`config.mk`:
```
export PLATFORM = sky130hd
export DESIGN_NAME = compressor_ctrl_fsm_flat
export DESIGN_NICKNAME = d
export VERILOG_FILES = /design/src/rtl/compressor_ctrl_fsm_if.sv /design/src/rtl/compressor_ctrl_fsm.sv /design/src/flat_wrapper.sv
export SDC_FILE = /design/constraint.sdc
export NUM_CORES = 1
export LEC_CHECK = 0
export CORE_MARGIN = 4
export CORE_UTILIZATION = 36
export CTS_BUF_LIST = sky130_fd_sc_hd__clkbuf_8 sky130_fd_sc_hd__clkbuf_16
export DETAILED_ROUTE_END_ITERATION = 10
export GPL_ROUTABILITY_DRIVEN = 0
export PLACE_DENSITY = 0.59
export SYNTH_ARGS = -nofsm -noshare
export SYNTH_HDL_FRONTEND = slang
export SYNTH_SLANG_ARGS = --single-unit
```
`constraint.sdc`:
```
create_clock -name clk -period 3.7 [get_ports clk]
set_clock_uncertainty 0.1 [all_clocks]
set_input_delay 0.37 -clock clk [delete_from_list [all_inputs] [get_ports clk]]
set_output_delay 0.37 -clock clk [all_outputs]
set_load 0.01 [all_outputs]
```
`src/rtl/compressor_ctrl_fsm_if.sv`:
```
// Bundle of the controller's sensor, command and PWM-stage signals.
interface compressor_ctrl_fsm_if;
    logic               clk_1khz;
    logic               temp_valid;
    logic [11:0]        temp_current;
    logic [11:0]        temp_setpoint;
    logic [7:0]         hysteresis;
    logic               defrost_req;
    logic               fault;
    logic               fault_clr;
    logic               pwm_enable;
    logic [9:0]         duty_cycle;
    logic               soft_start;
    logic [1:0]         state;

    // Drives sensor/command inputs, observes PWM-stage outputs.
    modport master (
        output clk_1khz, temp_valid, temp_current, temp_setpoint, hysteresis,
        output defrost_req, fault, fault_clr,
        input  pwm_enable, duty_cycle, soft_start, state
    );

    // Controller side.
    modport slave (
        input  clk_1khz, temp_valid, temp_current, temp_setpoint, hysteresis,
        input  defrost_req, fault, fault_clr,
        output pwm_enable, duty_cycle, soft_start, state
    );
endinterface

```
`src/rtl/compressor_ctrl_fsm.sv`:
```
// Compressor protection controller: hysteresis thermostat with anti-short-cycle
// timing, defrost lockout and latched fault shutdown, feeding the PWM stage.
module compressor_ctrl_fsm #(
    parameter logic [20:0] MIN_ON_MS  = 21'd60000,
    parameter logic [20:0] MIN_OFF_MS = 21'd180000,
    parameter logic [20:0] DEFROST_MS = 21'd1200000,
    parameter logic [9:0]  DUTY_MIN   = 10'd256,
    parameter logic [3:0]  KP         = 4'd8
) (
    input logic                  clk,
    input logic                  rst_n,
    compressor_ctrl_fsm_if.slave bus
);
    localparam logic [1:0]  StOff     = 2'd0;
    localparam logic [1:0]  StRun     = 2'd1;
    localparam logic [1:0]  StDefrost = 2'd2;
    localparam logic [1:0]  StFault   = 2'd3;
    localparam logic [20:0] TimerMax  = 21'h1FFFFF;

    logic [1:0]         state_q, state_d;
    logic [20:0]        timer_q, timer_d;
    logic [11:0]        temp_q, temp_d;
    logic               temp_seen_q, temp_seen_d;
    logic               pwm_enable_q, pwm_enable_d;
    logic [9:0]         duty_q, duty_d;
    logic               soft_start_q, soft_start_d;

    logic signed [13:0] sp_ext, temp_ext, hyst_ext, hi, lo;
    logic signed [12:0] err;
    logic [17:0]        duty_raw;
    logic [9:0]         duty_run;
    logic               on_elapsed, off_elapsed, defrost_elapsed;

    // Thresholds and proportional duty from the latched sample.
    always_comb begin
        sp_ext   = {{2{bus.temp_setpoint[11]}}, bus.temp_setpoint};
        temp_ext = {{2{temp_q[11]}}, temp_q};
        hyst_ext = {6'd0, bus.hysteresis};
        hi       = sp_ext + hyst_ext;
        lo       = sp_ext - hyst_ext;
        err      = {temp_q[11], temp_q} - {bus.temp_setpoint[11], bus.temp_setpoint};
        // err > 0 here means err[11:0] is its magnitude (at most 4095).
        duty_raw = {8'd0, DUTY_MIN} + ({6'd0, err[11:0]} * {14'd0, KP});
        if (err[12] || (err == 13'sd0)) begin
            duty_run = DUTY_MIN;
        end else if (duty_raw > 18'd1023) begin
            duty_run = 10'd1023;
        end else begin
            duty_run = duty_raw[9:0];
        end
        on_elapsed      = (timer_q >= MIN_ON_MS);
        off_elapsed     = (timer_q >= MIN_OFF_MS);
        defrost_elapsed = (timer_q >= DEFROST_MS);
    end

    // Next state: fault beats defrost beats temperature.
    always_comb begin
        state_d = state_q;
        if ((state_q != StFault) && bus.fault) begin
            state_d = StFault;
        end else begin
            case (state_q)
                StOff: begin
                    if (temp_seen_q && (temp_ext > hi) && off_elapsed && !bus.defrost_req) begin
                        state_d = StRun;
                    end
                end
                StRun: begin
                    if (bus.defrost_req && on_elapsed) begin
                        state_d = StDefrost;
                    end else if ((temp_ext <= lo) && on_elapsed) begin
                        state_d = StOff;
                    end
                end
                StDefrost: begin
                    if (defrost_elapsed) begin
                        state_d = StOff;
                    end
                end
                default: begin
                    if (bus.fault_clr && !bus.fault) begin
                        state_d = StOff;
                    end
                end
            endcase
        end
    end

    // Timer restarts on every state entry, otherwise counts ticks and saturates.
    always_comb begin
        timer_d = timer_q;
        if (state_d != state_q) begin
            timer_d = '0;
        end else if (bus.clk_1khz && (timer_q != TimerMax)) begin
            timer_d = timer_q + 21'd1;
        end
    end

    // Sample latch and outputs derived from the state being entered.
    always_comb begin
        temp_d       = temp_q;
        temp_seen_d  = temp_seen_q;
        if (bus.temp_valid) begin
            temp_d      = bus.temp_current;
            temp_seen_d = 1'b1;
        end
        pwm_enable_d = (state_d == StRun);
        duty_d       = (state_d == StRun) ? duty_run : 10'd0;
        soft_start_d = (state_d != StFault);
    end

    // State and output registers.
    always_ff @(posedge clk or negedge rst_n) begin
        if (!rst_n) begin
            state_q      <= StOff;
            timer_q      <= '0;
            temp_q       <= '0;
            temp_seen_q  <= 1'b0;
            pwm_enable_q <= 1'b0;
            duty_q       <= '0;
            soft_start_q <= 1'b1;
        end else begin
            state_q      <= state_d;
            timer_q      <= timer_d;
            temp_q       <= temp_d;
            temp_seen_q  <= temp_seen_d;
            pwm_enable_q <= pwm_enable_d;
            duty_q       <= duty_d;
            soft_start_q <= soft_start_d;
        end
    end

    assign bus.pwm_enable = pwm_enable_q;
    assign bus.duty_cycle = duty_q;
    assign bus.soft_start = soft_start_q;
    assign bus.state      = state_q;
endmodule
```
`src/flat_wrapper.sv`:
```
// flat-port wrapper written by rule: the top's interface ports become plain ports
module compressor_ctrl_fsm_flat 
#(
    parameter logic [20:0] MIN_ON_MS  = 21'd60000,
    parameter logic [20:0] MIN_OFF_MS = 21'd180000,
    parameter logic [20:0] DEFROST_MS = 21'd1200000,
    parameter logic [9:0]  DUTY_MIN   = 10'd256,
    parameter logic [3:0]  KP         = 4'd8
)
  (clk, rst_n, bus_clk_1khz, bus_temp_valid, bus_temp_current, bus_temp_setpoint, bus_hysteresis, bus_defrost_req, bus_fault, bus_fault_clr, bus_pwm_enable, bus_duty_cycle, bus_soft_start, bus_state);
  compressor_ctrl_fsm_if bus_i ();
  input logic clk;
  input logic rst_n;
  input wire logic [$bits(bus_i.clk_1khz)-1:0] bus_clk_1khz;
  input wire logic [$bits(bus_i.temp_valid)-1:0] bus_temp_valid;
  input wire logic [$bits(bus_i.temp_current)-1:0] bus_temp_current;
  input wire logic [$bits(bus_i.temp_setpoint)-1:0] bus_temp_setpoint;
  input wire logic [$bits(bus_i.hysteresis)-1:0] bus_hysteresis;
  input wire logic [$bits(bus_i.defrost_req)-1:0] bus_defrost_req;
  input wire logic [$bits(bus_i.fault)-1:0] bus_fault;
  input wire logic [$bits(bus_i.fault_clr)-1:0] bus_fault_clr;
  output wire logic [$bits(bus_i.pwm_enable)-1:0] bus_pwm_enable;
  output wire logic [$bits(bus_i.duty_cycle)-1:0] bus_duty_cycle;
  output wire logic [$bits(bus_i.soft_start)-1:0] bus_soft_start;
  output wire logic [$bits(bus_i.state)-1:0] bus_state;
  assign bus_i.clk_1khz = bus_clk_1khz;
  assign bus_i.temp_valid = bus_temp_valid;
  assign bus_i.temp_current = bus_temp_current;
  assign bus_i.temp_setpoint = bus_temp_setpoint;
  assign bus_i.hysteresis = bus_hysteresis;
  assign bus_i.defrost_req = bus_defrost_req;
  assign bus_i.fault = bus_fault;
  assign bus_i.fault_clr = bus_fault_clr;
  assign bus_pwm_enable = bus_i.pwm_enable;
  assign bus_duty_cycle = bus_i.duty_cycle;
  assign bus_soft_start = bus_i.soft_start;
  assign bus_state = bus_i.state;
  compressor_ctrl_fsm #(.MIN_ON_MS(MIN_ON_MS), .MIN_OFF_MS(MIN_OFF_MS), .DEFROST_MS(DEFROST_MS), .DUTY_MIN(DUTY_MIN), .KP(KP)) u_core (.clk(clk), .rst_n(rst_n), .bus(bus_i));
endmodule
```
==> results of run 1 <==
## area by class of cell
class,count,area [um2]
inverters,45,184
clock inverters,3,18.8
flip-flops and latches,46,1150
clock buffers,5,125
multi-input cells,394,3310
well taps,143,179
fillers,1063,5490
repair buffers,127,1100
## where the power goes
part	total (uW)	switching, uW	internal [uW]
registers	589	46.7	543
clock network	452	201	251
logic	904	461	443
total	1950	708	1240
## through the flow
step | total power [uW] | TNS, ns | instances | setup WS [ns]
2_1_floorplan | 1090 | -0.771 | 495 | -0.121
3_3_place_gp | 1380 | -30.15 | 745 | -1.07
3_5_place_dp | 1410 | -32.33 | 745 | -1.10
4_1_cts | 1910 | -1.62 | 758 | -0.133
5_1_grt | 2090 | -5.30 | 763 | -0.257
6_report | 1950 | -0.762 | 763 | -0.126
## repair_timing
action,in CTS,in global routing
setup endpoints to repair,31,31
pin swaps,35,43
resized for setup,73,37
setup buffers,5,5
## kinds of logic (layout without fill, tap and decap cells)
| kind of cell | count (synthesis) | after routing | synth area share |
|---|---|---|---|
| fa+ha+maj | 60 | 60 | 0.180 |
| xor+xnor | 37 | 37 | 0.0754 |
| compound gates | 120 | 120 | 0.191 |
| buf+inv | 55 | 180 | 0.0539 |
| mux | 13 | 13 | 0.0335 |
| simple gates | 164 | 164 | 0.198 |
| flops | 46 | 46 | 0.268 |
## cells in the mapped netlist, types with 5 or more instances
library cell  instances  area share
nor2_1               49       0.043
o2111ai_1             5       0.010
ha_1                 57        0.17
a21oi_1              30       0.035
nor2b_1               9       0.013
nand4_1              11       0.016
xor2_1               15       0.031
o21a_1                7       0.012
o21ai_0              21       0.024
inv_1                43       0.038
a21o_1                9       0.016
xnor2_1              22       0.045
nand2b_1              6      0.0087
a211oi_1              9       0.016
dfrtp_1              45        0.26
and3_1               10       0.015
nor3_1                9       0.010
nand3_1              19       0.022
nand2_1              28       0.024
o21bai_1              5      0.0087
mux2_2               11       0.029
## registers in the layout, summed over array words and instances (netlist names)
name,cells
u_core.timer_q,21
u_core.temp_q,12
u_core.bus.duty_cycle,8
u_core.bus.state,2
u_core.bus.pwm_enable,1
u_core.bus.soft_start,1
u_core.temp_seen_q,1
## final timing paths
check	from	end	slack (ns)	cells past startpoint
min in group clk	u_core.temp_seen_q	u_core.temp_seen_q	0.38	1
min reg2reg	u_core.temp_seen_q	u_core.temp_seen_q	0.38	1
max in group asynchronous	rst_n	u_core.temp_seen_q	2.66	1
min	rst_n	u_core.temp_q[2]	0.18	1
max	bus_hysteresis[6]	u_core.bus.duty_cycle[9]	-0.13	14
max reg2reg	u_core.temp_q[0]	u_core.bus.duty_cycle[9]	0.57	14
## per-layer routing
layer / track usage / up-vias / share of wire
li1: - / 2034 / -
met1: 0.242 / 1930 / 0.47
met2: 0.296 / 59 / 0.48
met3: 0.0231 / 6 / 0.032
met4: 0.0352 / 0 / 0.0087
met5: 0 / - / 0
## critical path: cells and delay by family
kind	cells	cell delay, ns
simple gates	5	1.45
compound gates	5	1.04
buf+inv	2	0.57
fa+ha+maj	2	0.51
==> impl_metrics.env, run 1 <==
export IMPL_cts_made_buffers=5
export IMPL_dr_total_vias=4029
export IMPL_synth_edf_count=0
export IMPL_grt_first_pass_wirelength_um=19200
export IMPL_cts_root_buf="clkbuf_16"
export IMPL_cpPeakStageDelay_ns=0.54
export IMPL_antenna_found_initial=0
export IMPL_rsz0062_at_grt="true"
export IMPL_synth_nets=594
export IMPL_synth_seq_area_share=0.268
export IMPL_wl_per_cell_um=15.6
export IMPL_num_io_pins=53
export IMPL_clk_latency_ns=0.29
export IMPL_synthArstFlopShare=1.00
export IMPL_hpwl_um=9100
export IMPL_layout_commonest_cell="buf_4"
export IMPL_ys_seq_elements=46
export IMPL_crit_chain="clkdlybuf4s50_1 -> inv_2 -> ha_4 -> a21o_1 -> or4b_4 -> o311a_4 -> ha_4 -> a21oi_2 -> nand2_1 -> a221o_1 -> or4b_1 -> nand4_1 -> nand3_4 -> a211oi_2"
export IMPL_slew_viol_final=0
export IMPL_die_h_um=117
export IMPL_synthToLayoutAreaGrowth_pct=41.3
export IMPL_tightest_slew_ns=1.07
export IMPL_dieArea_mm2=0.0137
export IMPL_hold_viol_final=0
export IMPL_grt_max_degree=47
export IMPL_grt_usage=0.176
export IMPL_drive_gt1_frac=0.289
export IMPL_setup_viol=21
export IMPL_path_common_cell="ha_4"
export IMPL_htree_levels=2
export IMPL_hold_buffers=0
export IMPL_core_mm2=0.0116
export IMPL_grt_pass1_vias=3986
export IMPL_period_share=1.03
export IMPL_yosysWarnings=0
export IMPL_die_x_um=117
export IMPL_slew_headroom=0.285
export IMPL_critPathKind="input pin to flop"
export IMPL_clock_sinks=46
export IMPL_placed_area_mm2=0.00553
export IMPL_crit_path_end_kind="flop"
export IMPL_ys_flop_type="dfrtp_1"
export IMPL_hold_class="input pin to async pin"
export IMPL_grt_overflow_total=0
export IMPL_run_status="finished, violations left"
export IMPL_cp_data_arrival_time_ns=3.93
export IMPL_row_count=39
export IMPL_leakage_uw=0.00272
export IMPL_min_period_ns=3.83
export IMPL_critPathRequiredTime_ns=3.80
export IMPL_drc=0
export IMPL_violations="negative setup slack"
export IMPL_yosys_cell_types_count=62
export IMPL_first_iter_violations=267
export IMPL_critPathLaunchType="input pin"
export IMPL_routed_wl_um=11900
export IMPL_drtPass1Iterations=5
export IMPL_setup_slack_ns=-0.126
export IMPL_max_cap_viol_count=0
export IMPL_insertedDiodeCount=0
export IMPL_clk_pin_slew_worst_paths_ns=0.07
export IMPL_ir_worst_vdd_v=0.000215
export IMPL_numPortBuffers=52
export IMPL_initial_core_util=0.372
export IMPL_finish_instance_area_mm2=0.00607
export IMPL_p_per_area_mw_per_mm2=320
export IMPL_syn_instance_count=495
export IMPL_antenna_left=0
export IMPL_netlist_area_mm2=0.00430
export IMPL_cts_tree="built"
export IMPL_final_cell_mix="buf_4 (70), ha_1 (47), nor2_1 (46)"
export IMPL_syn_avg_cell_area_um2=8.68
export IMPL_fmax_mhz=261
export IMPL_cts_max_path_buffers=2
export IMPL_post_route_util=0.525
export IMPL_hold_slack_ns=0.180
export IMPL_crit_path_top_delay_cell="or4b_4"
export IMPL_fin_nets=718
export IMPL_cp_max_fo=7
export IMPL_viasPerCell=5.28
No activity file was read; power rests on OpenSTA's default activity.
==> run 2: changes to the inputs <==
ABC_AREA = 1   (was default)
PLACE_DENSITY = 0.58   (was 0.59)
==> run 2 against run 1 <==
Net effect: the run now ends clean; critical path depth is 14 higher; register-to-register slack better by 0.46 ns; sequential cell count unchanged; first-iteration DRC count grew 10%; largest cell class unchanged; total power grew 0.28%; synthesized cell count rose by 32%; die area is 6.2% higher.
==> impl_metrics.env, run 2 <==
export IMPL_run_status="finished clean"
export IMPL_post_place_ws_ns=-0.642
export IMPL_crit_path_top_delay_cell="ha_1"
export IMPL_grt_pass1_vias=4486
export IMPL_critPathRequiredTime_ns=3.83
export IMPL_fillers=1185
export IMPL_path_common_cell="nand2_1"
export IMPL_hpwl_um=9110
export IMPL_cp_data_arrival_time_ns=3.63
export IMPL_yosysWarnings=0
export IMPL_viasPerCell=4.82
export IMPL_yosys_top_cells_count="nand2_1 (153), inv_1 (103), nor2_1 (67)"
export IMPL_placed_area_mm2=0.00565
export IMPL_synth_nets=750
export IMPL_first_iter_violations=294
export IMPL_slew_headroom=0.294
export IMPL_cts_max_path_buffers=2
export IMPL_clk_pin_slew_worst_paths_ns=0.07
export IMPL_layout_commonest_cell="nand2_1"
export IMPL_hold_buffers=0
export IMPL_synth_seq_area_share=0.252
export IMPL_wl_per_cell_um=12.9
export IMPL_routed_wl_um=12100
export IMPL_path_delay_family="simple AND/OR/NAND/NOR gates"
export IMPL_ff2ff_setup_slack_ns=1.03
export IMPL_multi_input_area_mm2=0.00331
export IMPL_row_count=40
export IMPL_drtPass1Iterations=5
export IMPL_synth_edf_count=0
export IMPL_crit_buf_inv=4
export IMPL_finish_instance_area_mm2=0.00629
export IMPL_syn_avg_cell_area_um2=7.04
export IMPL_clock_sinks=46
export IMPL_slew_viol_final=0
export IMPL_fmax_mhz=286
export IMPL_cp_max_fo=5
export IMPL_yosysMostFrequentCell="nand2_1"
export IMPL_initial_core_util=0.375
export IMPL_syn_instance_count=651
export IMPL_antenna_found_initial=0
export IMPL_wl_met3_um=368
export IMPL_r2r_start="u_core.temp_q[0]"
export IMPL_cpPeakStageDelay_ns=0.30
export IMPL_grt_overflow_total=0
export IMPL_setup_viol=0
export IMPL_hold_viol_final=0
export IMPL_routed_top_layer="met4"
export IMPL_drt_met1_wl_um=5930
export IMPL_fin_setup_tns_ns=0
export IMPL_die_x_um=121
export IMPL_post_route_util=0.515
export IMPL_hold_class="input pin to async pin"
export IMPL_netlist_area_mm2=0.00458
export IMPL_ir_worst_vdd_v=0.000169
export IMPL_dr_total_vias=4509
export IMPL_area_sequential_mm2=0.00115
export IMPL_ys_flop_type="dfrtp_1"
export IMPL_regMostFlops="u_core.timer_q"
export IMPL_synthArstFlopShare=1.00
export IMPL_cts_tree="built"
export IMPL_yosys_cell_types_count=41
export IMPL_numPortBuffers=52
export IMPL_max_cap_viol_count=0
export IMPL_htree_levels=2
export IMPL_final_cell_mix="nand2_1 (144), inv_1 (91), buf_4 (62)"
export IMPL_crit_path_end_kind="flop"
export IMPL_leakage_uw=0.00314
export IMPL_drive_gt1_frac=0.246
export IMPL_min_period_ns=3.49
export IMPL_r2r_end="u_core.bus.duty_cycle[6]"
export IMPL_dr_wl_met2_um=5650
export IMPL_synthDominantCellAreaShare=0.246
export IMPL_cts_made_buffers=5
export IMPL_synthTopCellsByArea="dfrtp_1 (25%), ha_1 (16%), nand2_1 (13%)"
export IMPL_power_uw=1950
export IMPL_synth_top_cell_by_area="dfrtp_1"
export IMPL_num_io_pins=53
export IMPL_dieArea_mm2=0.0146
export IMPL_die_h_um=121
export IMPL_core_mm2=0.0122
export IMPL_grt_usage=0.167
export IMPL_grt_max_degree=47
export IMPL_critPathKind="input pin to flop"
export IMPL_fin_nets=865
export IMPL_period_share=0.944
export IMPL_grt_first_pass_wirelength_um=20100
export IMPL_p_per_area_mw_per_mm2=310
export IMPL_drc=0
export IMPL_antenna_left=0
export IMPL_clk_latency_ns=0.29
export IMPL_setup_slack_ns=0.206
export IMPL_tightest_slew_ns=1.06
export IMPL_critPathLaunchType="input pin"
export IMPL_insertedDiodeCount=0
export IMPL_ys_seq_elements=46
export IMPL_ff2ff_path_depth=15
export IMPL_largest_register_ffs=21
export IMPL_cts_root_buf="clkbuf_16"
export IMPL_synthToLayoutAreaGrowth_pct=37.2
-- run 2: changes by cell type after synthesis, sizes merged, moves of 12 or more --
cell	before	now
inv	43	104
nand2	28	156
nand3	20	45
nor2	49	89
xnor2	22	6
xor2	15	27
-- run 2: repair_timing --
item	in CTS	in global routing
pin swaps	22	47
resized for setup	45	75
buffers inserted	5	7
cloned	2	1
setup endpoints to repair	30	30
-- run 2: where the power goes --
group / internal, uW / total, uW / leakage [uW] / switching (uW)
clock network: 248 / 448 / 0.0000750 / 200
registers: 538 / 572 / 0.000593 / 34.5
logic: 435 / 930 / 0.00247 / 495
total: 1220 / 1950 / 0.00314 / 730
-- run 2: stage by stage --
stage | std cells | hold WS, ns
3_5_place_dp | 913 | 0.358
5_1_grt | 935 | 0.271
6_report | 935 | 0.172
2_1_floorplan | 651 | -0.0256
4_1_cts | 928 | 0.215
3_3_place_gp | 913 | 0.353
-- run 2: cell families after synthesis --
| kind of cell | share of synthesized area |
|---|---|
| AND/OR/NAND/NOR | 0.319 |
| buffers and inverters | 0.101 |
| adder cells (fa/ha/maj) | 0.169 |
| AO/OA/AOI/OAI | 0.0694 |
| flip-flops | 0.252 |
| XOR/XNOR | 0.0631 |
| multiplexers | 0.0270 |
-- run 2: final cells by class --
cell class	count	share of cell area
clock inverter	3	0.00279
multi-input combinational	490	0.527
sequential	46	0.183
inverter	104	0.0621
timing repair buffer	119	0.171
tap	168	0.0334
clock buffer	5	0.0199
-- run 2: routing by layer --
layer  GRT usage  vias to the layer above
li1            -                     2317
met1       0.227                     2095
met2       0.272                       82
met3      0.0253                       15
met4      0.0531                        0
met5           0                        -
-- run 2: worst max-delay path by stage --
stage,from,endpoint,slack (ns),cells past startpoint
final,bus_temp_setpoint[1],u_core.timer_q[14],0.21,28
after global routing,bus_hysteresis[4],u_core.timer_q[20],-0.04,25
after CTS,bus_hysteresis[0],u_core.timer_q[2],0.03,27
after detailed placement,bus_temp_setpoint[0],u_core.timer_q[11],-0.64,30
after global placement,bus_hysteresis[3],u_core.timer_q[15],-0.59,30
after floorplan,bus_hysteresis[3],u_core.timer_q[1],0.33,29
==> run 3: changes to the inputs <==
GPL_TIMING_DRIVEN = 0   (was default)
clock period = 4.4 ns   (was 3.7 ns; I/O delays follow)
==> run 3 against run 2 <==
Net effect: the run now ends with negative hold slack left; first-iteration DRC count is 34% lower; highest routed layer unchanged; sequential cell count unchanged; worst hold slack got worse by 0.18 ns; clock power down 13%; global-route usage is 1.5 points lower; critical path type unchanged; design area fell by 12%; clock-buffer cell count grew 1; critical path depth down 3; register-to-register slack improved by 0.72 ns; total power shrank 24%; die area is the same.
==> impl_metrics.env, run 3 (synthesis results as in run 2) <==
export IMPL_run_status="finished, violations left"
export IMPL_violations="negative hold slack"
export IMPL_routed_wl_um=10600
export IMPL_setup_slack_ns=0.312
export IMPL_clk_pin_slew_worst_paths_ns=0.07
export IMPL_num_io_pins=53
export IMPL_cts_max_path_buffers=2
export IMPL_synthToLayoutAreaGrowth_pct=21.1
export IMPL_numPortBuffers=52
export IMPL_drc=0
export IMPL_cts_root_buf="clkbuf_16"
export IMPL_hold_buffers=0
export IMPL_htree_levels=2
export IMPL_cts_tree="built"
export IMPL_post_place_ws_ns=-0.226
export IMPL_layout_commonest_cell="nand2_1"
export IMPL_fin_nets=810
export IMPL_insertedDiodeCount=0
export IMPL_r2r_end="u_core.bus.duty_cycle[6]"
export IMPL_drive_gt1_frac=0.105
export IMPL_setup_viol=0
export IMPL_crit_path_end_kind="flop"
export IMPL_path_delay_family="simple AND/OR/NAND/NOR gates"
export IMPL_hold_slack_ns=-0.0130
export IMPL_slew_headroom=0.628
export IMPL_clockPowerShare=0.266
export IMPL_grt_usage=0.151
export IMPL_period_share=0.929
export IMPL_p_per_area_mw_per_mm2=266
export IMPL_die_x_um=121
export IMPL_first_iter_violations=193
export IMPL_critPathRequiredTime_ns=4.48
export IMPL_grt_pass1_vias=4119
export IMPL_hpwl_um=8920
export IMPL_pwr_share_comb=0.409
export IMPL_grt_util_met1=0.214
export IMPL_viasPerCell=4.82
export IMPL_leakage_uw=0.00278
export IMPL_max_cap_viol_count=0
export IMPL_grt_overflow_total=0
export IMPL_path_common_cell="nand2_1"
export IMPL_r2r_start="u_core.temp_q[0]"
export IMPL_crit_buf_inv=5
export IMPL_ff2ff_setup_slack_ns=1.75
export IMPL_initial_core_util=0.375
export IMPL_ff2ff_path_depth=15
export IMPL_largest_register_ffs=21
export IMPL_core_mm2=0.0122
export IMPL_min_period_ns=4.09
export IMPL_fmax_mhz=245
export IMPL_cpPeakStageDelay_ns=0.48
export IMPL_cp_data_arrival_time_ns=4.17
export IMPL_fin_setup_tns_ns=0
export IMPL_grt_met2_usage=0.248
export IMPL_crit_path_top_delay_cell="clkdlybuf4s50_1"
export IMPL_grt_max_degree=29
export IMPL_post_cts_setup_buffer_count=0
export IMPL_row_count=40
export IMPL_clock_sinks=46
export IMPL_slew_viol_final=0
export IMPL_top_usage_layer="met2"
export IMPL_grt_first_pass_wirelength_um=18400
export IMPL_antenna_left=0
export IMPL_hold_viol_final=7
export IMPL_drtPass1Iterations=4
export IMPL_startpoint="bus_hysteresis[2]"
export IMPL_critPathKind="input pin to flop"
export IMPL_fillers=1265
export IMPL_final_cell_mix="nand2_1 (153), inv_1 (103), nor2_1 (66)"
export IMPL_ir_worst_vdd_v=0.000143
export IMPL_dp_cells=872
export IMPL_cp_max_fo=10
export IMPL_met3_usage=0.0192
export IMPL_die_h_um=121
export IMPL_power_switching_uw=542
export IMPL_cts_made_buffers=5
export IMPL_tightest_slew_ns=0.558
export IMPL_clk_latency_ns=0.29
export IMPL_p_seq_frac=0.325
export IMPL_p_int_uw=933
export IMPL_instances_no_fill=880
export IMPL_critPathLaunchType="input pin"
export IMPL_dieArea_mm2=0.0146
export IMPL_wl_per_cell_um=12.0
export IMPL_netSwitchingFraction=0.368
export IMPL_antenna_found_initial=0
export IMPL_regMostFlops="u_core.timer_q"
export IMPL_hold_class="input pin to async pin"
export IMPL_dr_total_vias=4244
[run 3: cell types whose count changed in the layout (fill, tap and decap cells not counted), sizes merged, moves of 2 or more]
cell / delta
buf: -60
clkbuf: -2
clkdlybuf4s50: +13
dlymetal6s2s: -4
[run 3: repair_timing]
action	4_1_cts	5_1_grt
gates resized for setup	0	18
endpoints found under the setup margin	0	30
endpoints found under the hold margin	0	0
[run 3: how the worst max path moves through the flow]
stage / endpoint / slack, ns / cells after the start
floorplan: u_core.timer_q[1] / 0.96 / 29
global placement: u_core.timer_q[1] / -0.15 / 23
detailed placement: u_core.timer_q[3] / -0.23 / 23
CTS: u_core.timer_q[3] / 0.07 / 23
global route: u_core.timer_q[17] / -0.02 / 32
finish: u_core.timer_q[4] / 0.31 / 25
[run 3: worst reg2reg max path, cell delays in order (launching register included)]
cell and delay [ns]:
dfrtp_1 0.36, inv_1 0.14, ha_1 0.17, inv_1 0.08, fa_1 0.46, nand2_1 0.13
nand3_1 0.07, nand2_1 0.08, nand2_1 0.09, ha_1 0.21, nand2_1 0.06, nand2_1 0.05
nor2_1 0.15, nand3_2 0.17, a21oi_1 0.17, nor2_1 0.05
[run 3: through the flow]
stage	hold WS, ns	instance area (um2)	total power [uW]	utilization
finish	-0.0130	5550	1480	0.454
CTS	0.00623	5480	1480	0.449
detailed placement	0.315	5330	1080	0.436
global route	0.0329	5550	1600	0.454
global placement	0.355	5310	1060	0.435
floorplan	0.0444	4580	895	-
[run 3: area by class of cell]
class	count	area, um2	area share
tap	168	210	0.0379
multi-input combinational	490	3030	0.546
clock inverter	2	12.5	0.00226
buffer	11	73.8	0.0133
inverter	104	390	0.0704
clock buffer	6	139	0.0250
sequential	46	1150	0.208
timing repair buffer	53	538	0.0970
[run 3: power by group through the flow]
| stage | clock [uW] | combinational, uW | sequential [uW] |
|---|---|---|---|
| 2_1_floorplan | 0 | 407 | 487 |
| 3_3_place_gp | 0 | 576 | 486 |
| 3_5_place_dp | 0 | 592 | 488 |
| 4_1_cts | 402 | 595 | 480 |
| 5_1_grt | 419 | 694 | 484 |
| 6_report | 392 | 604 | 479 |
[run 3: routing by layer]
layer | up-vias | part of all wire | wire [um]
li1 | 2206 | - | -
met1 | 1941 | 0.51 | 5350
met2 | 88 | 0.45 | 4740
met3 | 9 | 0.033 | 345
met4 | 0 | 0.011 | 115
met5 | - | 0 | 0
